File: config.mk
export PLATFORM = sky130hd
export DESIGN_NAME = fpa_share_ctrl
export DESIGN_NICKNAME = d
export VERILOG_FILES = /design/src/rtl/fpa_share_ctrl.sv
export SDC_FILE = /design/constraint.sdc
export NUM_CORES = 1
export LEC_CHECK = 0
export CAP_MARGIN = 20
export CORE_AREA = 2 2 162 164
export CTS_CLUSTER_DIAMETER = 120
export DETAILED_ROUTE_END_ITERATION = 16
export DIE_AREA = 0 0 164 166
export GPL_TIMING_DRIVEN = 1
export PLACE_DENSITY = 0.58
export RECOVER_POWER = 50
export SLEW_MARGIN = 0
export SYNTH_ARGS = -nofsm -noshare
export SYNTH_HDL_FRONTEND = slang
export SYNTH_SLANG_ARGS = --single-unit
File: constraint.sdc
create_clock -name clk -period 2.3 [get_ports clk]
set_input_delay 0.23 -clock clk [delete_from_list [all_inputs] [get_ports clk]]
set_output_delay 0.23 -clock clk [all_outputs]
set_load 0.03 [all_outputs]
File: src/rtl/fpa_share_ctrl.sv
// Round-robin sequencer that time-shares one external combinational FP adder
// among NUM_REQ requesters and returns each sum over a valid/ready channel.
module fpa_share_ctrl #(
    parameter int NUM_REQ = 4,
    parameter int ID_W    = 2,
    parameter int CNT_W   = 16
) (
    input  logic                   clk,
    input  logic                   rst_n,
    input  logic [NUM_REQ-1:0]     req_valid,
    output logic [NUM_REQ-1:0]     req_ready,
    input  logic [NUM_REQ*32-1:0]  req_a,
    input  logic [NUM_REQ*32-1:0]  req_b,
    output logic [31:0]            fpa_a,
    output logic [31:0]            fpa_b,
    input  logic [31:0]            fpa_sum,
    output logic                   rsp_valid,
    input  logic                   rsp_ready,
    output logic [ID_W-1:0]        rsp_id,
    output logic [31:0]            rsp_data,
    output logic                   rsp_err,
    output logic                   busy,
    output logic [CNT_W-1:0]       op_count
);

    typedef enum logic [1:0] {
        ST_IDLE = 2'd0,
        ST_EXEC = 2'd1,
        ST_RESP = 2'd2
    } state_e;

    state_e            state_q, state_d;
    logic [ID_W-1:0]   rr_ptr_q, rr_ptr_d;
    logic [ID_W-1:0]   grant_id_q, grant_id_d;
    logic [31:0]       fpa_a_q, fpa_a_d;
    logic [31:0]       fpa_b_q, fpa_b_d;
    logic              rsp_valid_q, rsp_valid_d;
    logic [ID_W-1:0]   rsp_id_q, rsp_id_d;
    logic [31:0]       rsp_data_q, rsp_data_d;
    logic              rsp_err_q, rsp_err_d;
    logic              busy_q, busy_d;
    logic [CNT_W-1:0]  op_count_q, op_count_d;

    logic [ID_W:0]         pick_s;
    logic                  grant_vld_s;
    logic [ID_W-1:0]       grant_idx_s;
    logic [31:0]           grant_a_s;
    logic [31:0]           grant_b_s;
    logic                  operand_neg_s;
    logic [NUM_REQ-1:0]    req_ready_s;

    // Walk from ptr+NUM_REQ-1 down to ptr so the nearest valid requester wins last.
    function automatic logic [ID_W:0] rr_pick(input logic [NUM_REQ-1:0] valid,
                                              input logic [ID_W-1:0]    ptr);
        logic [ID_W:0]   res;
        logic [ID_W-1:0] idx;
        res = '0;
        for (int k = NUM_REQ - 1; k >= 0; k--) begin
            idx = ID_W'((int'(ptr) + k) % NUM_REQ);
            res = valid[idx] ? {1'b1, idx} : res;
        end
        return res;
    endfunction

    function automatic logic [ID_W-1:0] ptr_after(input logic [ID_W-1:0] idx);
        return ID_W'((int'(idx) + 1) % NUM_REQ);
    endfunction

    // Round-robin arbitration and operand selection for the current grant.
    always_comb begin
        pick_s        = rr_pick(req_valid, rr_ptr_q);
        grant_vld_s   = pick_s[ID_W];
        grant_idx_s   = pick_s[ID_W-1:0];
        grant_a_s     = req_a[{grant_idx_s, 5'd0} +: 32];
        grant_b_s     = req_b[{grant_idx_s, 5'd0} +: 32];
        operand_neg_s = fpa_a_q[31] | fpa_b_q[31];
    end

    // Next-state and next-output computation for the IDLE/EXEC/RESP sequence.
    always_comb begin
        state_d     = state_q;
        rr_ptr_d    = rr_ptr_q;
        grant_id_d  = grant_id_q;
        fpa_a_d     = fpa_a_q;
        fpa_b_d     = fpa_b_q;
        rsp_valid_d = rsp_valid_q;
        rsp_id_d    = rsp_id_q;
        rsp_data_d  = rsp_data_q;
        rsp_err_d   = rsp_err_q;
        op_count_d  = op_count_q;
        req_ready_s = '0;

        case (state_q)
            ST_IDLE: begin
                if (grant_vld_s) begin
                    req_ready_s[grant_idx_s] = 1'b1;
                    fpa_a_d    = grant_a_s;
                    fpa_b_d    = grant_b_s;
                    grant_id_d = grant_idx_s;
                    rr_ptr_d   = ptr_after(grant_idx_s);
                    state_d    = ST_EXEC;
                end else begin
                    state_d    = ST_IDLE;
                end
            end
            ST_EXEC: begin
                rsp_valid_d = 1'b1;
                rsp_id_d    = grant_id_q;
                // The adder only handles non-negative operands; flag and zero instead.
                if (operand_neg_s) begin
                    rsp_err_d  = 1'b1;
                    rsp_data_d = 32'h0000_0000;
                end else begin
                    rsp_err_d  = 1'b0;
                    rsp_data_d = fpa_sum;
                end
                state_d = ST_RESP;
            end
            ST_RESP: begin
                if (rsp_ready) begin
                    rsp_valid_d = 1'b0;
                    rsp_err_d   = 1'b0;
                    state_d     = ST_IDLE;
                    if (op_count_q != {CNT_W{1'b1}}) begin
                        op_count_d = op_count_q + {{(CNT_W-1){1'b0}}, 1'b1};
                    end else begin
                        op_count_d = op_count_q;
                    end
                end else begin
                    state_d = ST_RESP;
                end
            end
            default: begin
                state_d     = ST_IDLE;
                rsp_valid_d = 1'b0;
                rsp_err_d   = 1'b0;
            end
        endcase

        busy_d = (state_d != ST_IDLE);
    end

    // State and output registers; reset abandons any operation in flight.
    always_ff @(posedge clk or negedge rst_n) begin
        if (!rst_n) begin
            state_q     <= ST_IDLE;
            rr_ptr_q    <= '0;
            grant_id_q  <= '0;
            fpa_a_q     <= 32'h0000_0000;
            fpa_b_q     <= 32'h0000_0000;
            rsp_valid_q <= 1'b0;
            rsp_id_q    <= '0;
            rsp_data_q  <= 32'h0000_0000;
            rsp_err_q   <= 1'b0;
            busy_q      <= 1'b0;
            op_count_q  <= '0;
        end else begin
            state_q     <= state_d;
            rr_ptr_q    <= rr_ptr_d;
            grant_id_q  <= grant_id_d;
            fpa_a_q     <= fpa_a_d;
            fpa_b_q     <= fpa_b_d;
            rsp_valid_q <= rsp_valid_d;
            rsp_id_q    <= rsp_id_d;
            rsp_data_q  <= rsp_data_d;
            rsp_err_q   <= rsp_err_d;
            busy_q      <= busy_d;
            op_count_q  <= op_count_d;
        end
    end

    assign req_ready = req_ready_s;
    assign fpa_a     = fpa_a_q;
    assign fpa_b     = fpa_b_q;
    assign rsp_valid = rsp_valid_q;
    assign rsp_id    = rsp_id_q;
    assign rsp_data  = rsp_data_q;
    assign rsp_err   = rsp_err_q;
    assign busy      = busy_q;
    assign op_count  = op_count_q;

endmodule

==> results.json <==
{
  "status": "finished with violations",
  "violations": "max-capacitance violations, max-slew violations",
  "io_pins": 416,
  "ys_seq_elements": 123,
  "p_int_mw": 8.57,
  "core_area_mm2": 0.0256,
  "nets": 1267,
  "p_leak_nw": 5.14,
  "root_buffer": "clkbuf_16",
  "ys_top_cells_by_count": "mux2i_1 (128), dfrtp_1 (123), nand2_1 (78)",
  "final-hold-violation-count": 0,
  "grt_util_all_layers_pct": 17.7,
  "dp_hpwl_mm": 19.0,
  "synth_seq_area_share_pct": 48.8,
  "clk_pin_slew_ns": 0.07,
  "crit_type": "in2out",
  "route.antenna.remaining_nets": 0,
  "ctsLongestPathBuffers": 2,
  "critical-path-top-delay-family": "buffers and inverters",
  "grt_pass1_wl_mm": 36.6,
  "fin_crit_ns": 2.22,
  "async_flop_share_pct": 100,
  "reg2reg_from": "op_count[6]$_DFFE_PN0P_",
  "period_share_pct": 96.6,
  "drive_gt1_share_pct": 7.72,
  "power.share.sequential_pct": 24.6,
  "antenna_found_initial": 2,
  "min_path_cells": 2,
  "hold_end": "rsp_data[0]$_DFFE_PN0P_",
  "place_area_mm2": 0.0110,
  "clock-sinks": 123,
  "cts_buffers": 17,
  "whs_ns": 0.416,
  "nFillCells": 2434,
  "setup_viol": 0,
  "grt_max_degree": 124,
  "clk_latency_ns": 0.42,
  "die_h_um": 166,
  "viasPerCell": 4.72,
  "rr_worst_depth": 5,
  "crit_chain": "clkdlybuf4s50_1 > inv_1 > a21o_1 > a211o_4 > buf_16 > and3_1 > buf_4",
  "arrival_ns": 1.99,
  "cp.buffers_inverters": 4,
  "ir_worst_vdd_mv": 0.567,
  "slew_headroom_pct": -11.4,
  "synth_top_area_cell": "dfrtp_1",
  "routabilityCongestion": 0.795,
  "post-route-util_pct": 45.5,
  "fp.dieW_um": 164,
  "cts_tree": "built",
  "power_mw": 14.6,
  "drc": 0,
  "ys_warn_count": 0,
  "synth.distinct_cells": 44,
  "setup.worst_path.start": "req_valid[3]",
  "first_global_vias": 6258,
  "finalSetupTns_ns": 0,
  "clkPwrFrac_pct": 21.3,
  "synth.most_common_cell": "mux2i_1",
  "synth-edff-count": 0,
  "rr_endpoint": "op_count[1]$_DFFE_PN0P_",
  "powerDensity_mw_per_mm2": 1250,
  "rows": 59,
  "clock.fmax_mhz": 450,
  "start_util_pct": 24.6,
  "cp_max_fo": 36,
  "syn_to_final_growth_pct": 84.9,
  "cp_slowest_stage_delay_ns": 0.56,
  "hp-class": "in2reg",
  "slew_viol_final": 124,
  "syn-cell-area_mm2": 0.00631,
  "critPathLaunchType": "primary input",
  "crit_slowest_cell": "clkdlybuf4s50_1",
  "cp.required_ns": 2.07,
  "p_sw_mw": 6.04,
  "worstHoldStart": "fpa_sum[0]",
  "drtIter0Drc": 355,
  "dr_total_vias": 6235,
  "cts_htree_levels": 4,
  "synth_nets": 845,
  "grt_overflow": 0,
  "rsz0062_at_grt": "false",
  "synth_cells": 549,
  "synth.avg_cell_area_um2": 11.5,
  "power_frac_comb_pct": 54.1,
  "r2r_setup_slack_ns": 0.37,
  "worstMarginPinSlew_ns": 1.67,
  "wire_per_inst_um": 18.9,
  "synth_ff_type": "dfrtp_1",
  "dr.pass1.iters": 4,
  "drv_cap": 1,
  "totalWireLength_mm": 25.0,
  "final_cell_area_mm2": 0.0117,
  "netlist.area_leader.share_pct": 48.8,
  "die_area_mm2": 0.0272,
  "portBuffers": 415,
  "swShare_pct": 41.3,
  "cp_num_cells": 7,
  "skew_ns": 0.0120,
  "synth.area.top_cells": "dfrtp_1 (49%), mux2i_1 (20%), o221ai_1 (8.9%), nand2_1 (4.6%), a22o_1 (4.4%)",
  "worstSetupEndpointType": "output pin"
}
[how the worst max path moves through the flow]
stage	slack, ns	end
finish	0.08	req_ready[0]
global route	0.004	req_ready[0]
CTS	0.002	req_ready[1]
detailed placement	0.02	fpa_b[2]$_DFFE_PN0P_
global placement	-0.0009	fpa_b[2]$_DFFE_PN0P_
floorplan	0.14	req_ready[1]
[cell usage in the layout, fill, tap and decap left out, types with 7 or more instances in the layout]
cell	netlist	routed
a22o_1	32	32
buf_12	0	7
buf_4	0	24
clkbuf_16	0	17
clkdlybuf4s50_1	0	397
dfrtp_1	123	123
dlygate4sd3_1	0	14
inv_6	0	7
mux2i_1	128	128
nand2_1	78	77
nor2_1	8	8
nor3_1	7	7
o221ai_1	64	64
xor2_1	11	11
[power by group through the flow]
| stage | registers, mW | logic (mW) | clock network [mW] |
|---|---|---|---|
| final | 3.60 | 7.90 | 3.11 |
| after floorplan | 5.12 | 3.01 | 0 |
| after CTS | 3.61 | 8.07 | 3.19 |
| after detailed placement | 3.62 | 8.05 | 0 |
| after global routing | 3.72 | 8.43 | 3.28 |
| after global placement | 3.61 | 8.03 | 0 |
[routing by layer]
| layer | global-route usage (%) | routed length [µm] |
|---|---|---|
| met1 | 20.9 | 9940 |
| met3 | 5.54 | 2110 |
| met2 | 30.7 | 12500 |
| met5 | 0 | 0 |
| met4 | 5.03 | 421 |
[state kept, by name, summed over array words and instances, names as in the netlist]
signal	count
fpa_a	32
fpa_b	32
rsp_data	32
op_count	16
grant_id_q	2
rr_ptr_q	2
rsp_id	2
state_q	2
busy	1
rsp_err	1
rsp_valid	1
[metrics by stage]
step | setup slack (ns) | cells
floorplan | 0.144 | 549
global placement | -0.000899 | 1286
detailed placement | 0.0186 | 1286
CTS | 0.00211 | 1319
global route | 0.00364 | 1320
finish | 0.0786 | 1321
[cell type report]
cell class / instances / area, µm² / area share [%]
timing repair buffer: 446 / 4490 / 38.5
sequential: 123 / 3080 / 26.4
multi-input combinational: 380 / 3000 / 25.7
clock buffer: 18 / 429 / 3.68
tap: 335 / 419 / 3.60
clock inverter: 14 / 230 / 1.97
inverter: 3 / 11.3 / 0.0966
antenna: 2 / 5.00 / 0.0429
[logic make-up (layout without fill, tap and decap cells)]
logic type,count (synthesis),after routing,share of synthesized area [%]
AO/OA/AOI/OAI,112,112,15.1
AND/OR/NAND/NOR,121,121,9.13
XOR/XNOR,15,15,2.08
multiplexers,131,131,20.9
adder cells (fa/ha/maj),1,1,0.198
flip-flops,123,123,48.8
other,0,2,0
buffers and inverters,46,481,3.79
[what timing repair did]
item                                   in CTS  in global routing
setup buffers                               0                  0
endpoints found under the hold margin     123                  0
hold buffers                                1                  0
setup endpoints to repair                   0                  3
gates resized for setup                     0                  4
Power figures use the tool's default switching activity.
